--- config.mk ---
export PLATFORM = sky130hd
export DESIGN_NAME = fnd_scan_ctrl
export DESIGN_NICKNAME = d
export VERILOG_FILES = /design/src/rtl/fnd_pkg.sv /design/src/rtl/fnd_font_dec.sv /design/src/rtl/fnd_scan_ctrl.sv
export SDC_FILE = /design/constraint.sdc
export NUM_CORES = 1
export LEC_CHECK = 0
export ABC_AREA = 1
export CORE_MARGIN = 2
export CORE_UTILIZATION = 46
export CTS_CLUSTER_DIAMETER = 50
export DETAILED_ROUTE_END_ITERATION = 8
export PLACE_DENSITY = 0.8
export SLEW_MARGIN = 20
export SYNTH_ARGS = -nofsm -noshare
export SYNTH_HDL_FRONTEND = slang
export SYNTH_HIERARCHICAL = 1
export SYNTH_SLANG_ARGS = --single-unit
--- constraint.sdc ---
create_clock -name clk_1k -period 2.1 [get_ports clk_1k]
set_clock_uncertainty 0.15 [all_clocks]
set_input_delay 0.42 -clock clk_1k [delete_from_list [all_inputs] [get_ports clk_1k]]
set_output_delay 0.42 -clock clk_1k [all_outputs]
set_load 0.01 [all_outputs]
--- src/rtl/fnd_pkg.sv ---
// Shared constants and types for the 7-segment scan controller.
package fnd_pkg;

  localparam int unsigned FND_DIGITS    = 4;
  localparam logic [7:0]  FND_OFF       = 8'hFF;
  localparam logic [6:0]  FND_SEG_BLANK = 7'h7F;
  localparam logic [3:0]  COM_OFF       = 4'b1111;

  // Active-low {g,f,e,d,c,b,a}
  localparam logic [6:0] FONT_0 = 7'h40;
  localparam logic [6:0] FONT_1 = 7'h79;
  localparam logic [6:0] FONT_2 = 7'h24;
  localparam logic [6:0] FONT_3 = 7'h30;
  localparam logic [6:0] FONT_4 = 7'h19;
  localparam logic [6:0] FONT_5 = 7'h12;
  localparam logic [6:0] FONT_6 = 7'h02;
  localparam logic [6:0] FONT_7 = 7'h78;
  localparam logic [6:0] FONT_8 = 7'h00;
  localparam logic [6:0] FONT_9 = 7'h10;

  typedef enum logic {
    ST_IDLE,
    ST_SCAN
  } scan_state_t;

endpackage

--- src/rtl/fnd_font_dec.sv ---
// Combinational BCD to active-low 7-segment decoder; codes 10..15 show nothing.
module fnd_font_dec
  import fnd_pkg::*;
(
  input  logic [3:0] bcd,
  output logic [6:0] seg
);

  always_comb begin
    seg = FND_SEG_BLANK;
    case (bcd)
      4'd0: seg = FONT_0;
      4'd1: seg = FONT_1;
      4'd2: seg = FONT_2;
      4'd3: seg = FONT_3;
      4'd4: seg = FONT_4;
      4'd5: seg = FONT_5;
      4'd6: seg = FONT_6;
      4'd7: seg = FONT_7;
      4'd8: seg = FONT_8;
      4'd9: seg = FONT_9;
      default: seg = FND_SEG_BLANK;
    endcase
  end

endmodule

--- src/rtl/fnd_scan_ctrl.sv ---
// Four-digit common-anode scan controller with pwm dimming, blanking and blinking.
// Define FND_LZB_EN to enable leading-zero blanking.
module fnd_scan_ctrl
  import fnd_pkg::*;
#(
  parameter int unsigned SCAN_DIV   = 1,
  parameter int unsigned BLINK_HALF = 500
) (
  input  logic        clk_1k,
  input  logic        rst,
  input  logic [15:0] bcd_data,
  input  logic [3:0]  pwm,
  input  logic [3:0]  dp_in,
  input  logic [3:0]  blank_mask,
  input  logic [3:0]  blink_mask,
  output logic [3:0]  fnd_com,
  output logic [7:0]  fnd_font
);

  localparam int unsigned SW = (SCAN_DIV   > 1) ? $clog2(SCAN_DIV)   : 1;
  localparam int unsigned BW = (BLINK_HALF > 1) ? $clog2(BLINK_HALF) : 1;

  scan_state_t   state, state_nxt;
  logic [1:0]    digit_sel, digit_nxt;
  logic [SW-1:0] scan_cnt, scan_nxt;
  logic [BW-1:0] blink_cnt, blink_cnt_nxt;
  logic          blink_phase, blink_phase_nxt;

  logic [3:0]    blank_eff;
  logic [3:0]    dp_eff;
  logic [3:0]    cur_bcd;
  logic [6:0]    cur_seg;
  logic          vis;
  logic [3:0]    com_nxt;
  logic [7:0]    font_nxt;

`ifdef FND_LZB_EN
  logic [3:0] lzb;

  always_comb begin
    lzb    = '0;
    lzb[3] = (bcd_data[15:12] == 4'd0);
    lzb[2] = lzb[3] & (bcd_data[11:8] == 4'd0);
    lzb[1] = lzb[2] & (bcd_data[7:4]  == 4'd0);
  end

  assign blank_eff = blank_mask | lzb;
  assign dp_eff    = dp_in & ~lzb;
`else
  assign blank_eff = blank_mask;
  assign dp_eff    = dp_in;
`endif

  always_ff @(posedge clk_1k or posedge rst) begin
    if (rst) begin
      state       <= ST_IDLE;
      digit_sel   <= '0;
      scan_cnt    <= '0;
      blink_cnt   <= '0;
      blink_phase <= 1'b1;
      fnd_com     <= COM_OFF;
      fnd_font    <= FND_OFF;
    end else begin
      state       <= state_nxt;
      digit_sel   <= digit_nxt;
      scan_cnt    <= scan_nxt;
      blink_cnt   <= blink_cnt_nxt;
      blink_phase <= blink_phase_nxt;
      fnd_com     <= com_nxt;
      fnd_font    <= font_nxt;
    end
  end

  // The idle state makes the first edge after reset open the digit0 slot
  // instead of advancing past it.
  always_comb begin
    state_nxt = state;
    digit_nxt = digit_sel;
    scan_nxt  = scan_cnt;
    case (state)
      ST_IDLE: begin
        state_nxt = ST_SCAN;
        digit_nxt = '0;
        scan_nxt  = '0;
      end
      ST_SCAN: begin
        if (scan_cnt == SW'(SCAN_DIV - 1)) begin
          scan_nxt  = '0;
          digit_nxt = digit_sel + 2'd1;
        end else begin
          scan_nxt  = scan_cnt + 1'b1;
        end
      end
      default: begin
        state_nxt = ST_IDLE;
        digit_nxt = '0;
        scan_nxt  = '0;
      end
    endcase
  end

  always_comb begin
    blink_cnt_nxt   = blink_cnt + 1'b1;
    blink_phase_nxt = blink_phase;
    if (blink_cnt == BW'(BLINK_HALF - 1)) begin
      blink_cnt_nxt   = '0;
      blink_phase_nxt = ~blink_phase;
    end
  end

  assign cur_bcd = bcd_data[{digit_nxt, 2'b00} +: 4];

  fnd_font_dec u_font_dec (
    .bcd (cur_bcd),
    .seg (cur_seg)
  );

  always_comb begin
    vis      = pwm[digit_nxt] & ~blank_eff[digit_nxt]
             & ~(blink_mask[digit_nxt] & ~blink_phase);
    com_nxt  = vis ? ~(4'b0001 << digit_nxt) : COM_OFF;
    font_nxt = {~dp_eff[digit_nxt], cur_seg};
  end

endmodule

* After elaboration in Yosys (flattened, before gate mapping)
Memories as Yosys holds them, arrays and structs flattened. A register that Yosys moved wholly into a read port is not among the register bits.
Index checks and enable logic that the tools add are counted.
** Operators by class
- Add/subtract/negate cells :: 3
- Order comparisons :: 1
- Eq/ne operators :: 1
- Shifts and indexed selects :: 2
- Multiplexer cells :: 14
- Bitwise operators :: 9
** Operators with widths (number)
- $shiftx A16 B5 Y4 :: 1
- $add A9 B1 Y9 const B :: 1
- $eq A9 B9 Y1 const B :: 1
- $mux W9 :: 1
- $bmux W1 S2 :: 4
- $mux W1 :: 5
- $not A1 Y1 :: 5
- $mux W4 :: 1
- $not A4 Y4 :: 1
- $pmux W2 S2 :: 1
- $shl A1 B2 Y4 const A :: 1
- $and A1 B1 Y1 :: 3
- $lt A2 B3 Y1 const B :: 1
- $add A2 B1 Y2 const B :: 1
- $mux W2 :: 1
- $pmux W1 S2 :: 1
- $add A1 B1 Y1 const B :: 1
** Storage, ports and cells
- Flip-flop bits (word level) :: 26
- Bits in read-only memories :: 112
- Output and inout port bits :: 12
- Word-level logic and storage cells :: 38
- Memories kept :: 1
** Memory list
- (name not given) :: words 16, bits a word 7, rd ports 1, clocked after memory_dff 1, wr ports 0, line fnd_font_dec.sv:11 : case (bcd)

* Depth between registers and ports, before layout
- Depth in word-level cells :: 9
- Gate-level depth with buffers :: 14

* By module
The synthesis kept the hierarchy.
** By module, submodules not included
- fnd_scan_ctrl :: times used 1, cells each 142, area each 1244.9 µm², sequential area each 641.9 µm²
- fnd_font_dec :: times used 1, cells each 35, area each 187.7 µm², sequential area each 0.0 µm²

* Worst setup path before layout
Ideal clock, no wire load.
- Path kind :: register to register
- Start point :: register digit_sel[1]
- End point :: register fnd_font[3]
- Data arrival time :: 1.604 ns
- Data required time :: 1.867 ns
- Setup slack :: 0.263 ns
- Cell stages (with the launch flop) :: 13
- Path buffers :: 0
- Cells stage by stage :: dfrtp_1 nand2_1 nand2_4 nor2_8 nand2_4 clkinv_4 nand2_2 nand3_1 inv_1 ha_1 nand2_1 nand3_1 nand2_1
** On the way
- Cells in the longest elaborated chain, start to end :: 4
** Ends and longest elaborated chain
- start, declared :: line fnd_scan_ctrl.sv:24 : logic [1:0] digit_sel, digit_nxt;
- start signal, assigned :: line fnd_scan_ctrl.sv:65 : digit_sel <= digit_nxt;
- $add A2 B1 Y2 :: line fnd_scan_ctrl.sv:89 : digit_nxt = digit_sel + 2'd1;
- $mux W2 * :: line fnd_scan_ctrl.sv:87 : if (scan_cnt == SW'(SCAN_DIV - 1)) begin
- $pmux W2 S2 * :: line fnd_scan_ctrl.sv:80 : case (state)
- via digit_nxt[1] :: line fnd_scan_ctrl.sv:24
- $shiftx A16 B5 Y4 * :: line fnd_scan_ctrl.sv:111 : assign cur_bcd = bcd_data[{digit_nxt, 2'b00} +: 4];
- via cur_bcd[1] :: line fnd_scan_ctrl.sv:31 : logic [3:0] cur_bcd;
- end, declared :: line fnd_scan_ctrl.sv:17 : output logic [7:0] fnd_font
Mark *: on every way through the listed nets, which the timed path passes. The rest lies on a longest branch.
A chain may end at the register's enable or synchronous reset.

* Worst setup path in the final report
- Start point :: register fnd_com[2]
- End point :: output port fnd_com[2]
** RTL lines
- start, declared :: line fnd_scan_ctrl.sv:16 : output logic [3:0] fnd_com,
- start signal, assigned :: line fnd_scan_ctrl.sv:69 : fnd_com <= com_nxt;
No word-level cell between the ends.

==> flow_summary.toml <==
[synth]
synth_cell_types = 27
synth_top_family_by_area = "simple AND/OR/NAND/NOR gates"
ys_ff_latch = 25
synthAdderAreaFrac_pct = 5.24
synthMuxAreaShare_pct = 0
syn_area_sq_um = 1430
ys.warnings.count = 6
synth_xor_area_share_pct = 1.83
yosysSeqAreaShare_pct = 44.8
synth_nets = 217
yosys.area_share.simple_pct = 31.4
syn_avg_cell_area_sq_um = 8.09
synthCells = 177
synth_compound_area_share_pct = 7.25

[worst_setup_path]
endpoint_kind = "output port"
cp-endpoint = "fnd_com[2]"
r2r-end = "fnd_font[3]$_DFF_PP1_"
crit_type = "reg2out"
ff2ff_path_depth = 10
crit_slowest_cell = "clkdlybuf4s50_1"
rr_startpoint = "digit_sel[1]$_DFF_PP0_"
startpoint_type = "register"
reg2reg_setup_slack_ps = 160
cp.depth = 1
critPathRequiredTime_ps = 1530
crit_buf_inv = 1
worst_path_largest_cell_delay_ps = 560
critical_path.cell_chain = "clkdlybuf4s50_1"
cp-startpoint = "fnd_com[2]$_DFF_PP1_"
crit_family = "buffers and inverters"
worstPathMaxFanout = 1
cp.arrival_ps = 1420

[detailed_routing]
detail_route.wl_per_cell_um = 10.5
wirelength_um = 2790
dr.first_iter.drc_count = 35
first_pass_iters = 4
drc = 0
vias = 1251
ant_nets = 0
vias_per_cell = 4.70

[power]
cellLeakagePower_nw = 0.974
peakVddDrop_mv = 0.289
powerDensity_nw_per_um2 = 551

[clock_network]
cts_made_buffers = 3
htree_levels = 1
cts_tree = "yes"
cts.path.max_buffers = 2
clock_latency_ps = 320
path_clk_slew_ps = 140
cts_root_buffer = "clkbuf_4"
cts_num_sinks = 25

[floorplanning]
initial_core_util_pct = 47.7
die_h_um = 59.8
die_x_um = 59.8
num_io_pins = 46
core_region_area_sq_um = 3000
row_count = 20
die-area_sq_um = 3580

[cells_and_area]
drive_gt1_share_pct = 22.7
diodes = 0
nNetsFinal = 274
syn_to_final_growth_pct = 40.5
final_cells = 266

[sta]
setup_violations = 0
period_minus_slack_ps = 1990
timing.final.crit_share_pct = 94.8
hold_ws_ps = 281
setup_tns_ps = 0
grt_setup_unrepaired = "no"
final-max-slew-violation-count = 0
hold_viol_final = 0
max_clock_freq_ghz = 0.502

[placed_design]
placedCellCount = 259
routabilityCongestion = 0.872
portBuffers = 45
hpwl_um = 2250

[run_status]
status = "finished clean"

[global_routing]
antenna_found_initial = 0
grtUsageTotal_pct = 18.1
grt_pass1_vias = 1233
grt_pass1_wl_um = 5080
globalRoute.totalOverflow = 0
grt_max_degree = 26

[flow_run]
cap_violations = 0

[hold_path]
hold_class = "in2async"
## where the power goes
part / switching (W) / internal (W) / total (W)
registers: 0.0000156 / 0.000544 / 0.000559
logic: 0.000163 / 0.000177 / 0.000340
clock network: 0.000138 / 0.0000712 / 0.000209
## cells in the mapped netlist
cell type / instances / area [sq um]
o221ai_1: 1 / 8.76
nor3_1: 2 / 10.0
xnor2_1: 1 / 8.76
nand2_1: 39 / 146
nand2_4: 3 / 33.8
nor3_2: 1 / 10.0
clkinv_1: 1 / 3.75
nor2_1: 13 / 48.8
dfstp_2: 13 / 342
conb_1: 1 / 3.75
nand3_2: 1 / 10.0
nor2_2: 2 / 12.5
inv_2: 8 / 30.0
nand3b_1: 1 / 7.51
xor2_1: 2 / 17.5
o21ai_2: 1 / 8.76
o21ai_1: 2 / 10.0
clkinv_4: 1 / 8.76
dfrtp_1: 12 / 300
a21oi_4: 1 / 16.3
ha_1: 6 / 75.1
nand2_2: 8 / 50.1
o21ai_0: 5 / 25.0
inv_1: 24 / 90.1
nor2_8: 1 / 20.0
nand3_1: 20 / 100
a21oi_1: 7 / 35.0
## cell usage in the layout, fill, tap and decap left out, types with 7 or more instances in the layout
master	netlist	layout
clkdlybuf4s50_1	0	45
nand2_1	39	39
inv_1	24	24
nand3_1	20	20
dfstp_2	13	13
nor2_1	13	12
dfrtp_1	12	11
inv_2	8	8
nand2_2	8	8
a21oi_1	7	7
buf_4	0	7
## timing repair
action,in CTS,in global routing
endpoints found under the setup margin,0,3
hold buffers,0,0
resized for setup,0,3
setup buffers,0,3
## cell families after synthesis
kind of cell               after synthesis
buffers and inverters                   34
xor gates and xnor gates                 3
DFF                                     25
and+or+nand+nor                         91
adders and majority gates                6
other                                    1
AOI/OAI and AO/OA                       17
## per-stage QoR
step / area [sq um] / setup WS [ps] / total power [W] / util, %
after floorplan: 1430 / 263 / 0.000732 / -
after global placement: 1950 / 89.0 / 0.000894 / 65.1
after detailed placement: 1950 / 80.1 / 0.000901 / 65.1
after CTS: 1980 / 87.5 / 0.00111 / 66.0
after global routing: 2010 / 17.9 / 0.00118 / 67.0
final: 2010 / 108 / 0.00111 / 67.0
## sequential cells by signal, summed over array words and instances, names as in the netlist
register,flops
blink_cnt,9
blink_phase,1
digit_sel,2
fnd_com,4
fnd_font,8
state,1
## per-layer routing
metal	up-vias	share of wire (%)	global-route usage [%]
met1	563	48	24.4
met2	25	48	30.4
met3	2	3.0	3.03
met4	0	0.50	4.13
li1	661	-	-
met5	-	0	0
## area by class of cell
cell class	count	area (sq um)
clock buffer	3	22.5
clock inverter	1	5.00
fill	262	990
inverter	34	133
multi-input combinational	118	666
sequential	25	643
tap	33	41.3
timing repair buffer	52	503
## how the worst min path moves through the flow
stage                                start                      to  slack, ps  depth (start not counted)
finish                                 rst  digit_sel[0]$_DFF_PP0_        280                          3
global route                           rst  blink_cnt[6]$_DFF_PP0_        320                          3
CTS                                    rst  blink_cnt[6]$_DFF_PP0_        290                          3
detailed placement  blink_cnt[0]$_DFF_PP0_  blink_cnt[0]$_DFF_PP0_        300                          1
global placement    blink_cnt[0]$_DFF_PP0_  blink_cnt[0]$_DFF_PP0_        300                          1
floorplan           blink_cnt[0]$_DFF_PP0_  blink_cnt[0]$_DFF_PP0_        280                          1
Power figures use the tool's default switching activity.
